## config.mk

```make
export PLATFORM = sky130hd
export DESIGN_NAME = rgb_compositor
export DESIGN_NICKNAME = d
export VERILOG_FILES = /design/src/rtl/rgb_compositor.sv
export SDC_FILE = /design/constraint.sdc
export NUM_CORES = 1
export LEC_CHECK = 0
export BUFFER_PORTS_ARGS = -buffer_cell sky130_fd_sc_hd__buf_2
export CAP_MARGIN = 10
export CORE_MARGIN = 1.5
export CORE_UTILIZATION = 56
export CTS_BUF_LIST = sky130_fd_sc_hd__clkbuf_4 sky130_fd_sc_hd__clkbuf_8 sky130_fd_sc_hd__clkbuf_16
export DETAILED_ROUTE_END_ITERATION = 7
export GPL_ROUTABILITY_DRIVEN = 0
export PLACE_DENSITY_LB_ADDON = 0.2
export SYNTH_ARGS = -nofsm -noshare
export SYNTH_HDL_FRONTEND = slang
export SYNTH_SLANG_ARGS = --single-unit
```

## constraint.sdc

```tcl
create_clock -name clk_i -period 4.79 [get_ports clk_i]
set_input_delay 0.479 -clock clk_i [delete_from_list [all_inputs] [get_ports clk_i]]
set_output_delay 0.479 -clock clk_i [all_outputs]
set_load 0.01 [all_outputs]
```

## src/rtl/rgb_compositor.sv

```systemverilog
// rtl/rgb_compositor.sv - prioritised layer compositor with frame-synchronised fade engine
// Two-stage pipeline: layer select, then per-channel brightness scaling by the fade level.
module rgb_compositor #(
    parameter int                    COLOR_BITS = 24,
    parameter int                    NUM_LAYERS = 4,
    parameter int                    FADE_LOG2  = 4,
    parameter logic [COLOR_BITS-1:0] BG_COLOR   = 24'hE0E0E0,
    parameter logic [COLOR_BITS-1:0] KEY_COLOR  = 24'h000000
) (
    input  logic                             clk_i,
    input  logic                             rst_i,
    input  logic                             display_enable_i,
    input  logic [NUM_LAYERS-1:0]            layer_enable_i,
    input  logic [NUM_LAYERS*COLOR_BITS-1:0] layer_color_i,
    input  logic                             frame_tick_i,
    input  logic                             fade_out_req_i,
    input  logic                             fade_in_req_i,
    output logic [COLOR_BITS/3-1:0]          blue_o,
    output logic [COLOR_BITS/3-1:0]          green_o,
    output logic [COLOR_BITS/3-1:0]          red_o,
    output logic                             pixel_valid_o,
    output logic                             fade_busy_o,
    output logic                             fade_done_o
);

    localparam int CW = COLOR_BITS / 3;
    localparam int LW = FADE_LOG2 + 1;
    localparam logic [LW-1:0] MAX_LEVEL = {1'b1, {FADE_LOG2{1'b0}}};

    localparam logic [1:0] ST_VISIBLE    = 2'd0;
    localparam logic [1:0] ST_FADING_OUT = 2'd1;
    localparam logic [1:0] ST_BLACK      = 2'd2;
    localparam logic [1:0] ST_FADING_IN  = 2'd3;

    logic [COLOR_BITS-1:0] color1_d, color1_q;
    logic                  de1_d, de1_q;
    logic [CW-1:0]         red_d, red_q, green_d, green_q, blue_d, blue_q;
    logic                  valid_d, valid_q;
    logic [1:0]            state_d, state_q;
    logic [LW-1:0]         level_d, level_q;
    logic                  busy_d, busy_q;
    logic                  done_d, done_q;

    // Product is CW+LW bits wide so c * MAX never overflows; the shift drops the fraction.
    function automatic logic [CW-1:0] scale(input logic [CW-1:0] c, input logic [LW-1:0] lvl);
        logic [CW+LW-1:0] p;
        p = (CW+LW)'(c) * (CW+LW)'(lvl);
        return p[FADE_LOG2 +: CW];
    endfunction

    always_comb begin
        logic found;
        found    = 1'b0;
        color1_d = BG_COLOR;
        for (int k = 0; k < NUM_LAYERS; k++) begin
            if (!found && layer_enable_i[k] &&
                layer_color_i[k*COLOR_BITS +: COLOR_BITS] != KEY_COLOR) begin
                color1_d = layer_color_i[k*COLOR_BITS +: COLOR_BITS];
                found    = 1'b1;
            end
        end
        de1_d = display_enable_i;
    end

    always_comb begin
        red_d   = '0;
        green_d = '0;
        blue_d  = '0;
        valid_d = de1_q;
        if (de1_q) begin
            red_d   = scale(color1_q[0    +: CW], level_q);
            green_d = scale(color1_q[CW   +: CW], level_q);
            blue_d  = scale(color1_q[2*CW +: CW], level_q);
        end
    end

    // A request taken in a cycle suppresses the level step of a coincident tick.
    always_comb begin
        logic want_out, want_in;
        want_out = fade_out_req_i && !fade_in_req_i;
        want_in  = fade_in_req_i && !fade_out_req_i;
        state_d  = state_q;
        level_d  = level_q;
        done_d   = 1'b0;
        case (state_q)
            ST_VISIBLE: begin
                if (want_out) state_d = ST_FADING_OUT;
            end
            ST_BLACK: begin
                if (want_in) state_d = ST_FADING_IN;
            end
            ST_FADING_OUT: begin
                if (want_in) begin
                    state_d = ST_FADING_IN;
                end else if (frame_tick_i) begin
                    if (level_q <= LW'(1)) begin
                        level_d = '0;
                        state_d = ST_BLACK;
                        done_d  = 1'b1;
                    end else begin
                        level_d = level_q - LW'(1);
                    end
                end
            end
            default: begin
                if (want_out) begin
                    state_d = ST_FADING_OUT;
                end else if (frame_tick_i) begin
                    if (level_q >= MAX_LEVEL - LW'(1)) begin
                        level_d = MAX_LEVEL;
                        state_d = ST_VISIBLE;
                        done_d  = 1'b1;
                    end else begin
                        level_d = level_q + LW'(1);
                    end
                end
            end
        endcase
        busy_d = (state_d == ST_FADING_OUT) || (state_d == ST_FADING_IN);
    end

    always_ff @(posedge clk_i) begin
        if (rst_i) begin
            color1_q <= '0;
            de1_q    <= 1'b0;
            red_q    <= '0;
            green_q  <= '0;
            blue_q   <= '0;
            valid_q  <= 1'b0;
            state_q  <= ST_VISIBLE;
            level_q  <= MAX_LEVEL;
            busy_q   <= 1'b0;
            done_q   <= 1'b0;
        end else begin
            color1_q <= color1_d;
            de1_q    <= de1_d;
            red_q    <= red_d;
            green_q  <= green_d;
            blue_q   <= blue_d;
            valid_q  <= valid_d;
            state_q  <= state_d;
            level_q  <= level_d;
            busy_q   <= busy_d;
            done_q   <= done_d;
        end
    end

    assign red_o         = red_q;
    assign green_o       = green_q;
    assign blue_o        = blue_q;
    assign pixel_valid_o = valid_q;
    assign fade_busy_o   = busy_q;
    assign fade_done_o   = done_q;

endmodule

```

---- Word-level counts from Yosys, hierarchy flattened ----
Index checks and enable logic that the tools add are counted.
cells by class
  eq/ne operators ......................... 6
  mux-type cells .......................... 30
  reductions and logical operators ........ 23
  $add $sub $neg .......................... 2
  order comparisons ....................... 2
  multiply operators ...................... 3
  bitwise logic cells ..................... 2
operator list
  operator             count
  $mux 24              4
  $reduce_bool 24->1   4
  $mul 8x5->12         3
  $mux 5               6
  $mux 2               8
  $pmux 5 s2           1
  $logic_and 1x1->1    9
  $mux 1               9
  $pmux 2 s3           1
  $add 5x1->5 const B  1
  $ge 5x4->1 const B   1
  $le 5x1->1 const B   1
  $logic_not 1->1      5
  $sub 5x1->5 const B  1
  $eq 2x1->1 const B   2
  $eq 2x2->1 const B   2
  $reduce_and 4->1     1
  $reduce_or 2->1      2
  $logic_not 2->1      1
  $ne 2x1->1 const B   1
  $ne 2x2->1 const B   1
  $not 1->1            2
  $pmux 1 s2           1
  $logic_or 1x1->1     1
word-level totals
  register bits after elaboration ......... 59
  word-level logic and storage cells ...... 78

---- Longest topological paths before layout ----
Gate-level depths: netlist (run 1).
  depth after elaboration ................. 15
  gate-level depth with buffers ........... 16
  mapped depth without buffers ............ 14

---- Least setup slack after synthesis (run 1) ----
No wires, ideal clock.
  kind .................................... register to register
  start point ............................. reg level_q[3]
  end point ............................... reg blue_q[6], in the netlist blue_o[6]
  arrival ................................. 4.132 ns
  cell stages (with the launch flop) ...... 16
  path buffers ............................ 2
  setup slack ............................. 0.521 ns
  path through ............................ dfxtp_1 > clkbuf_1 > clkbuf_1 > and2_1 > fa_1 > fa_1 > inv_1 > fa_1 > inv_1 > ha_1 > and4_1 > a221o_1 > o41a_1 > a21o_1 > a211oi_1 > a2111oi_0
on the way
  word-level cells in the longest chain between the ends .. 1
ends and longest elaborated chain
  item                      RTL line  RTL
  start: declaration        40        logic [LW-1:0] level_d, level_q;
  start signal: assignment  142       level_q <= level_d;
  $mul 8x5->12              47        p = (CW+LW)'(c) * (CW+LW)'(lvl);
  end signal: assignment    139       blue_q <= blue_d;
  end: declaration          37        logic [CW-1:0] red_d, red_q, green_d, green_q, blue_d, blue_q;
No other way between the ends.
A chain may end at the register's enable or synchronous reset.

---- Worst setup path after layout (run 1) ----
  start point ............................. reg level_q[4]
  end point ............................... reg red_q[6], in the netlist red_o[6]
on the way
  word-level cells in the longest chain between the ends .. 1
ends and longest elaborated chain
  item                    RTL line  RTL
  $mul 8x5->12            47
  end signal: assignment  137       red_q <= red_d;
  end: declaration        37
No other way between the ends.

==> results of run 1 <==
-- state kept, by name (all words and copies together) (netlist names) --
signal and cells:
green_o 8, fade_busy_o 1, level_q 5, de1_q 1
blue_o 8, color1_q 24, state_q 1, red_o 8
pixel_valid_o 1, fade_done_o 1
-- power breakdown --
part | total (uW) | switching, uW | internal [uW]
clock | 433 | 205 | 228
sequential | 536 | 30.9 | 505
combinational | 294 | 164 | 130
-- layout make-up --
class	instances	area (sq um)	share of cell area [%]
Clock inverter	4	25.0	0.373
Multi-Input combinational cell	533	4200	62.5
Timing Repair Buffer	139	713	10.6
Tap cell	133	166	2.48
Inverter	77	289	4.30
Clock buffer	12	165	2.46
Sequential cell	58	1160	17.3
-- routing by layer --
| layer | track usage (%) | up-vias | part of all wire, % |
|---|---|---|---|
| li1 | - | 2627 | - |
| met1 | 34.5 | 2602 | 42 |
| met2 | 48.6 | 271 | 49 |
| met3 | 3.56 | 40 | 6.0 |
| met4 | 14.5 | 0 | 3.5 |
| met5 | 0 | - | 0 |
-- kinds of logic (layout without fill, tap and decap cells) --
logic type	after synthesis	count (layout)	synth area share, %
simple gates	296	296	26.5
buf+inv	111	232	7.58
xor+xnor	26	26	3.93
flops	58	58	20.0
fa+ha+maj	106	106	29.1
compound gates	105	105	12.8
-- through the flow --
step | utilization [%] | hold slack, ns | power [uW] | setup WS, ns | instances
floorplan | - | 0.568 | 718 | 0.521 | 702
global placement | 65.8 | 0.565 | 822 | 0.542 | 940
detailed placement | 65.8 | 0.573 | 834 | 0.363 | 940
CTS | 67.8 | 0.327 | 1270 | 0.359 | 956
global route | 67.8 | 0.342 | 1330 | 0.129 | 956
finish | 67.8 | 0.339 | 1260 | 0.345 | 956
-- cells in the final DEF, fill, tap and decap left out, types with 3 or more instances in the layout --
cell type  count
buf_2        132
inv_1         75
and2_1        72
nand2_1       71
ha_1          58
dfxtp_1       58
nor2_1        49
fa_1          48
nor3_1        30
nor4_1        24
xnor2_1       19
nand3_1       17
a22oi_1       15
a31oi_1       14
o21ai_0       12
clkbuf_8      12
a21oi_1       11
a2bb2oi_1      8
xor2_1         7
nand4_1        7
o21ai_1        7
buf_4          7
and3_1         6
o21a_1         6
a211oi_1       5
and4_1         4
nor3b_1        4
a2111oi_0      4
nand2b_1       3
nor2b_1        3
o22ai_1        3
a221oi_1       3
-- path summary, 6_finish.rpt --
kind | to | slack (ns) | cells past startpoint
setup / recovery | red_o[6]$_SDFF_PP0_ | 0.35 | 13
hold / removal | de1_q$_SDFF_PP0_ | 0.34 | 2
setup reg to reg | red_o[6]$_SDFF_PP0_ | 0.35 | 13
hold reg to reg | fade_busy_o$_SDFF_PP0_ | 0.59 | 2
-- worst reg2reg max path, delay by kind of cell, from the launching register on --
family | cells | cell delay [ns]
AO/OA/AOI/OAI | 5 | 1.38
adder cells (fa/ha/maj) | 4 | 1.74
buffers and inverters | 2 | 0.31
flip-flops | 1 | 0.56
AND/OR/NAND/NOR | 2 | 0.29
==> run_results.csv, run 1 <==
group,metric,value,unit
outcome,status,"finished clean",
worst_hold_path,hold_path_class,"in2reg",
finish,fin_area,6720,sq um
die,core,9910,sq um
finish,fillerInstances,802,
clocking,clock_latency,0.35,ns
sta,drv_slew,0,
worst_setup_path,crit_path_start,"level_q[4]$_SDFFE_PP1P_",
worst_setup_path,critical_path_class,"reg2reg",
clocking,clkSinkCount,58,
die,io_pins,133,
synthesis,synth_flop_cell,"dfxtp_1",
synthesis,synth_commonest_cells,"inv_1, and2_1, nand2_1",
power,power.density,188,nW/um^2
power,peakVddDrop,0.0985,mV
clocking,postCtsHoldBufs,0,
worst_setup_path,cpMostUsedCell,"fa_1",
worst_setup_path,max_stage_delay,0.56,ns
clocking,post_cts_resized,0,
clocking,htreeDepth,3,
synthesis,synth_area_per_cell,8.26,sq um
synthesis,synthDistinctLibCells,52,
finish,area_growth,15.9,%
synthesis,synth.most_common_cell,"inv_1",
drt,drt_iter0_drc,395,
drt,firstDrtPassIters,5,
placed_design,hpwl,12200,microns
clocking,cts_root_buffer,"clkbuf_8",
placed_design,postPlaceCellArea,6530,sq um
worst_setup_path,arrival,4.63,ns
synthesis,yosys_warnings,0,
grt,grt_max_degree,35,
worst_setup_path,cp_top_family,"adder cells",
sta,setup_viol,0,
worst_setup_path,endpoint_kind,"register",
sta,rsz0062_at_grt,"no",
grt,grt_first_pass_wirelength,25000,microns
clocking,postCtsSetupRepairBufs,0,
worst_setup_path,start_kind,"register",
synthesis,syn-instance-count,702,
synthesis,synth_fp_nets,914,
worst_setup_path,cp.required,4.97,ns
synthesis,ys_ff_latch,58,
synthesis,netlist.area_leader.share,20.0,%
sta,max_freq,225,MHz
drt,routedWlPerCell,15.7,microns
drt,via_per_inst,5.79,
drt,drtAntennaViolNets,0,
die,initial_core_util,58.5,%
worst_setup_path,cp_max_fo,15,
finish,drive_gt1_share,19.6,%
synthesis,ys_seq_area_share,20.0,%
synthesis,async_flop_share,0,%
die,dieArea,11000,sq um
sta,period_needed,4.44,ns
synthesis,yosys.area.top_type,"dfxtp_1",
sta,worstMarginPinSlew,1.07,ns
clocking,cts_tree,"done",
synthesis,synth_edf_count,0,
grt,antenna_found_initial,0,
finish,antenna_cells,0,
sta,hold_viol,0,
synthesis,yosys-top-cells-area,"dfxtp_1, fa_1, ha_1",
drt,num_vias,5540,
grt,grt_pass1_vias,5392,
clocking,clk_pin_slew,0.07,ns
synthesis,syn_area,5800,sq um
worst_setup_path,path_cells,"buf_4, nand2_1, fa_1, fa_1, inv_1, fa_1, ha_1, and4_1, a221o_1, o41a_1, a21o_1, a211oi_1, a2111oi_0",
clocking,cts-buffers-inserted,9,
power,leakage,0.00330,uW
clocking,clk_path_buf_depth,2,
sta,finalCritPeriodShare,92.8,%
placed_design,port_buffers,132,
worst_setup_path,worstReg2RegStart,"level_q[4]$_SDFFE_PP1P_",
drt,routed_wl,15000,microns
finish,fin_nets,1030,
sta,clock_skew,0.00983,ns
drt,remaining_drc_errors,0,
worst_setup_path,crit_slowest_cell,"dfxtp_1",
worst_setup_path,path_buf_inv,2,
run,cap_violations,0,
die,rows,36,
grt,overflow,0,
sta,fin_tns_setup,0,ns
die,die_w,105,microns
grt,globalRouteTotalUtil,28.2,%
sta,max-slew-margin-rel,28.9,%
die,fp.dieH,105,microns
worst_hold_path,min-delay-start,"display_enable_i",
(Power assumes the default switching activity.)
==> inputs of run 2 (changes only) <==
--- a/config.mk
+++ b/config.mk
@@ -12,6 +12,7 @@
 export CTS_BUF_LIST = sky130_fd_sc_hd__clkbuf_4 sky130_fd_sc_hd__clkbuf_8 sky130_fd_sc_hd__clkbuf_16
 export DETAILED_ROUTE_END_ITERATION = 7
 export GPL_ROUTABILITY_DRIVEN = 0
+export GPL_TIMING_DRIVEN = 0
 export PLACE_DENSITY_LB_ADDON = 0.2
 export SYNTH_ARGS = -nofsm -noshare
 export SYNTH_HDL_FRONTEND = slang
==> run 2 against run 1 <==
Clock-buffer cell count stayed put. Sequential share of layout area is 0.24 points lower. Final cell count up 2.0%. Register-to-register slack worse by 0.03 ns. Critical path type unchanged.
==> run_results.csv, run 2 (synthesis results as in run 1) <==
group,metric,value,unit
die,core,9910,sq um
worst_setup_path,cp_max_fo,13,
worst_setup_path,rr_worst_depth,14,
sta,setup_viol,0,
drt,drt_iter0_drc,432,
grt,grt_pass1_vias,5694,
finish,layout_commonest_cell,"buf_2",
grt,overflow,0,
die,fp.dieH,105,microns
grt,globalRouteTotalUtil,30.2,%
clocking,htreeDepth,3,
worst_setup_path,r2r-end,"red_o[6]$_SDFF_PP0_",
drt,via_per_inst,5.79,
drt,firstDrtPassIters,5,
finish,regArea,1160,sq um
grt,grt_max_degree,11,
die,io_pins,133,
power,p_int,967,uW
worst_setup_path,start_kind,"register",
worst_setup_path,cp_top_family,"adder cells",
worst_setup_path,cpMostUsedCell,"fa_1",
finish,fillerInstances,831,
clocking,clk_pin_slew,0.07,ns
die,dieArea,11000,sq um
worst_setup_path,cp.required,4.99,ns
worst_setup_path,crit_path_start,"level_q[2]$_SDFFE_PP0P_",
worst_setup_path,max_stage_delay,0.48,ns
sta,max_freq,223,MHz
outcome,status,"finished clean",
clocking,clk_path_buf_depth,2,
worst_hold_path,hold_path_class,"in2reg",
power,power.density,200,nW/um^2
grt,antenna_found_initial,0,
placed_design,port_buffers,129,
power,combPwrFrac,22.4,%
worst_setup_path,path_cells,"clkbuf_2, and2_1, fa_1, fa_1, inv_1, fa_1, inv_1, ha_1, and4_1, a221o_1, o41a_1, a21o_1, a211oi_1, a2111oi_0",
run,cap_violations,0,
sta,rsz0062_at_grt,"no",
grt,grt_first_pass_wirelength,26200,microns
worst_setup_path,worstReg2RegStart,"level_q[2]$_SDFFE_PP0P_",
die,die_w,105,microns
sta,worstMarginPinSlew,0.782,ns
sta,finalCritPeriodShare,93.5,%
finish,fin_nets,1051,
power,pwr-share-clk,38.7,%
power,leakage,0.00335,uW
power,peakVddDrop,0.117,mV
finish,drive_gt1_share,19.5,%
worst_setup_path,critPathCapture,"red_o[6]$_SDFF_PP0_",
worst_setup_path,critical_path_depth,14,
sta,hold_viol,0,
worst_setup_path,path_buf_inv,3,
finish,fin_cells,975,
finish,final_cell_mix,"buf_2, inv_1, and2_1",
clocking,postCtsHoldBufs,0,
clocking,clkSinkCount,58,
sta,clock_skew,0.0120,ns
power,p_sw,402,uW
power,p_seq_share,38.9,%
worst_setup_path,crit_slowest_cell,"fa_1",
finish,fin_area,6830,sq um
finish,antenna_cells,0,
die,rows,36,
power,p_sw_share,29.4,%
drt,routed_wl,16300,microns
sta,drv_slew,0,
worst_setup_path,timing.reg2reg.setup_slack,0.31,ns
placed_design,hpwl,13300,microns
die,initial_core_util,58.5,%
finish,largest_register_ffs,24,
finish,largest_register,"color1_q",
worst_setup_path,endpoint_kind,"register",
finish,area_growth,17.9,%
drt,drtAntennaViolNets,0,
worst_setup_path,arrival,4.67,ns
drt,num_vias,5643,
worst_setup_path,critical_path_class,"reg2reg",
drt,routedWlPerCell,16.7,microns
clocking,postCtsSetupRepairBufs,0,
sta,period_needed,4.48,ns
clocking,cts-buffers-inserted,9,
clocking,clock_latency,0.35,ns
drt,remaining_drc_errors,0,
placed_design,dp.cells,964,
clocking,cts_tree,"done",
finish,multi_input_area,4200,sq um
clocking,cts_root_buffer,"clkbuf_8",
sta,max-slew-margin-rel,47.8,%
placed_design,postPlaceCellArea,6610,sq um
-- run 2: cell count changes in the layout (fill, tap and decap cells not counted), moves of 3 or more --
| cell | delta |
|---|---|
| clkbuf_1 | +18 |
| dfxtp_1 | -3 |
| dfxtp_2 | +3 |
| buf_4 | -6 |
| clkbuf_2 | +6 |
-- run 2: routing by layer --
metal / GRT usage [%] / share of wire (%) / vias to the layer above
met5: 0 / 0 / -
met4: 19.6 / 5.2 / 0
met3: 2.99 / 6.0 / 72
met2: 54.0 / 49 / 302
met1: 34.2 / 39 / 2606
li1: - / - / 2663
-- run 2: area by class of cell --
| cell class | instances | area share (%) |
|---|---|---|
| plain buffers | 31 | 2.14 |
| clock buffers | 12 | 2.42 |
| clock inverters | 2 | 0.879 |
| inverters | 77 | 4.23 |
| multi-input cells | 533 | 61.4 |
| flip-flops and latches | 58 | 17.0 |
| well taps | 133 | 2.44 |
| repair buffers | 129 | 9.45 |
-- run 2: worst min-delay path by stage --
stage | start | endpoint | slack [ns] | depth (start not counted)
finish | display_enable_i | de1_q$_SDFF_PP0_ | 0.33 | 2
global route | display_enable_i | de1_q$_SDFF_PP0_ | 0.34 | 2
CTS | display_enable_i | de1_q$_SDFF_PP0_ | 0.33 | 2
detailed placement | fade_busy_o$_SDFF_PP0_ | fade_busy_o$_SDFF_PP0_ | 0.59 | 2
global placement | fade_busy_o$_SDFF_PP0_ | fade_busy_o$_SDFF_PP0_ | 0.57 | 2
floorplan | fade_busy_o$_SDFF_PP0_ | fade_busy_o$_SDFF_PP0_ | 0.57 | 2
-- run 2: worst reg2reg max path, cell delays in order (launching register included) --
cell	delay, ns
dfxtp_2	0.44
clkbuf_2	0.29
and2_1	0.20
fa_1	0.40
fa_1	0.48
inv_1	0.05
fa_1	0.48
inv_1	0.05
ha_1	0.32
and4_1	0.23
a221o_1	0.38
o41a_1	0.43
a21o_1	0.24
a211oi_1	0.22
a2111oi_0	0.10
-- run 2: repair_timing --
action / in CTS / in global routing
pin swaps: 0 / 0
resized for setup: 5 / 5
setup endpoints to repair: 2 / 6
gates cloned: 0 / 0
-- run 2: power groups by stage --
stage	logic (uW)	clock network, uW	registers (uW)
after floorplan	186	0	532
after global routing	341	550	535
final	307	529	532
after global placement	289	0	538
after CTS	304	533	529
after detailed placement	300	0	539
-- run 2: metrics by stage --
stage               hold WS (ns)  power [uW]  setup TNS (ns)  worst slack (ns)  util, %
floorplan                  0.568         718               0             0.521        -
global placement           0.566         827               0            0.0213     66.7
detailed placement         0.586         840         -0.0354           -0.0354     66.7
CTS                        0.332        1370               0           0.00778     69.0
global route               0.345        1430               0             0.103     69.0
finish                     0.335        1370               0             0.312     69.0
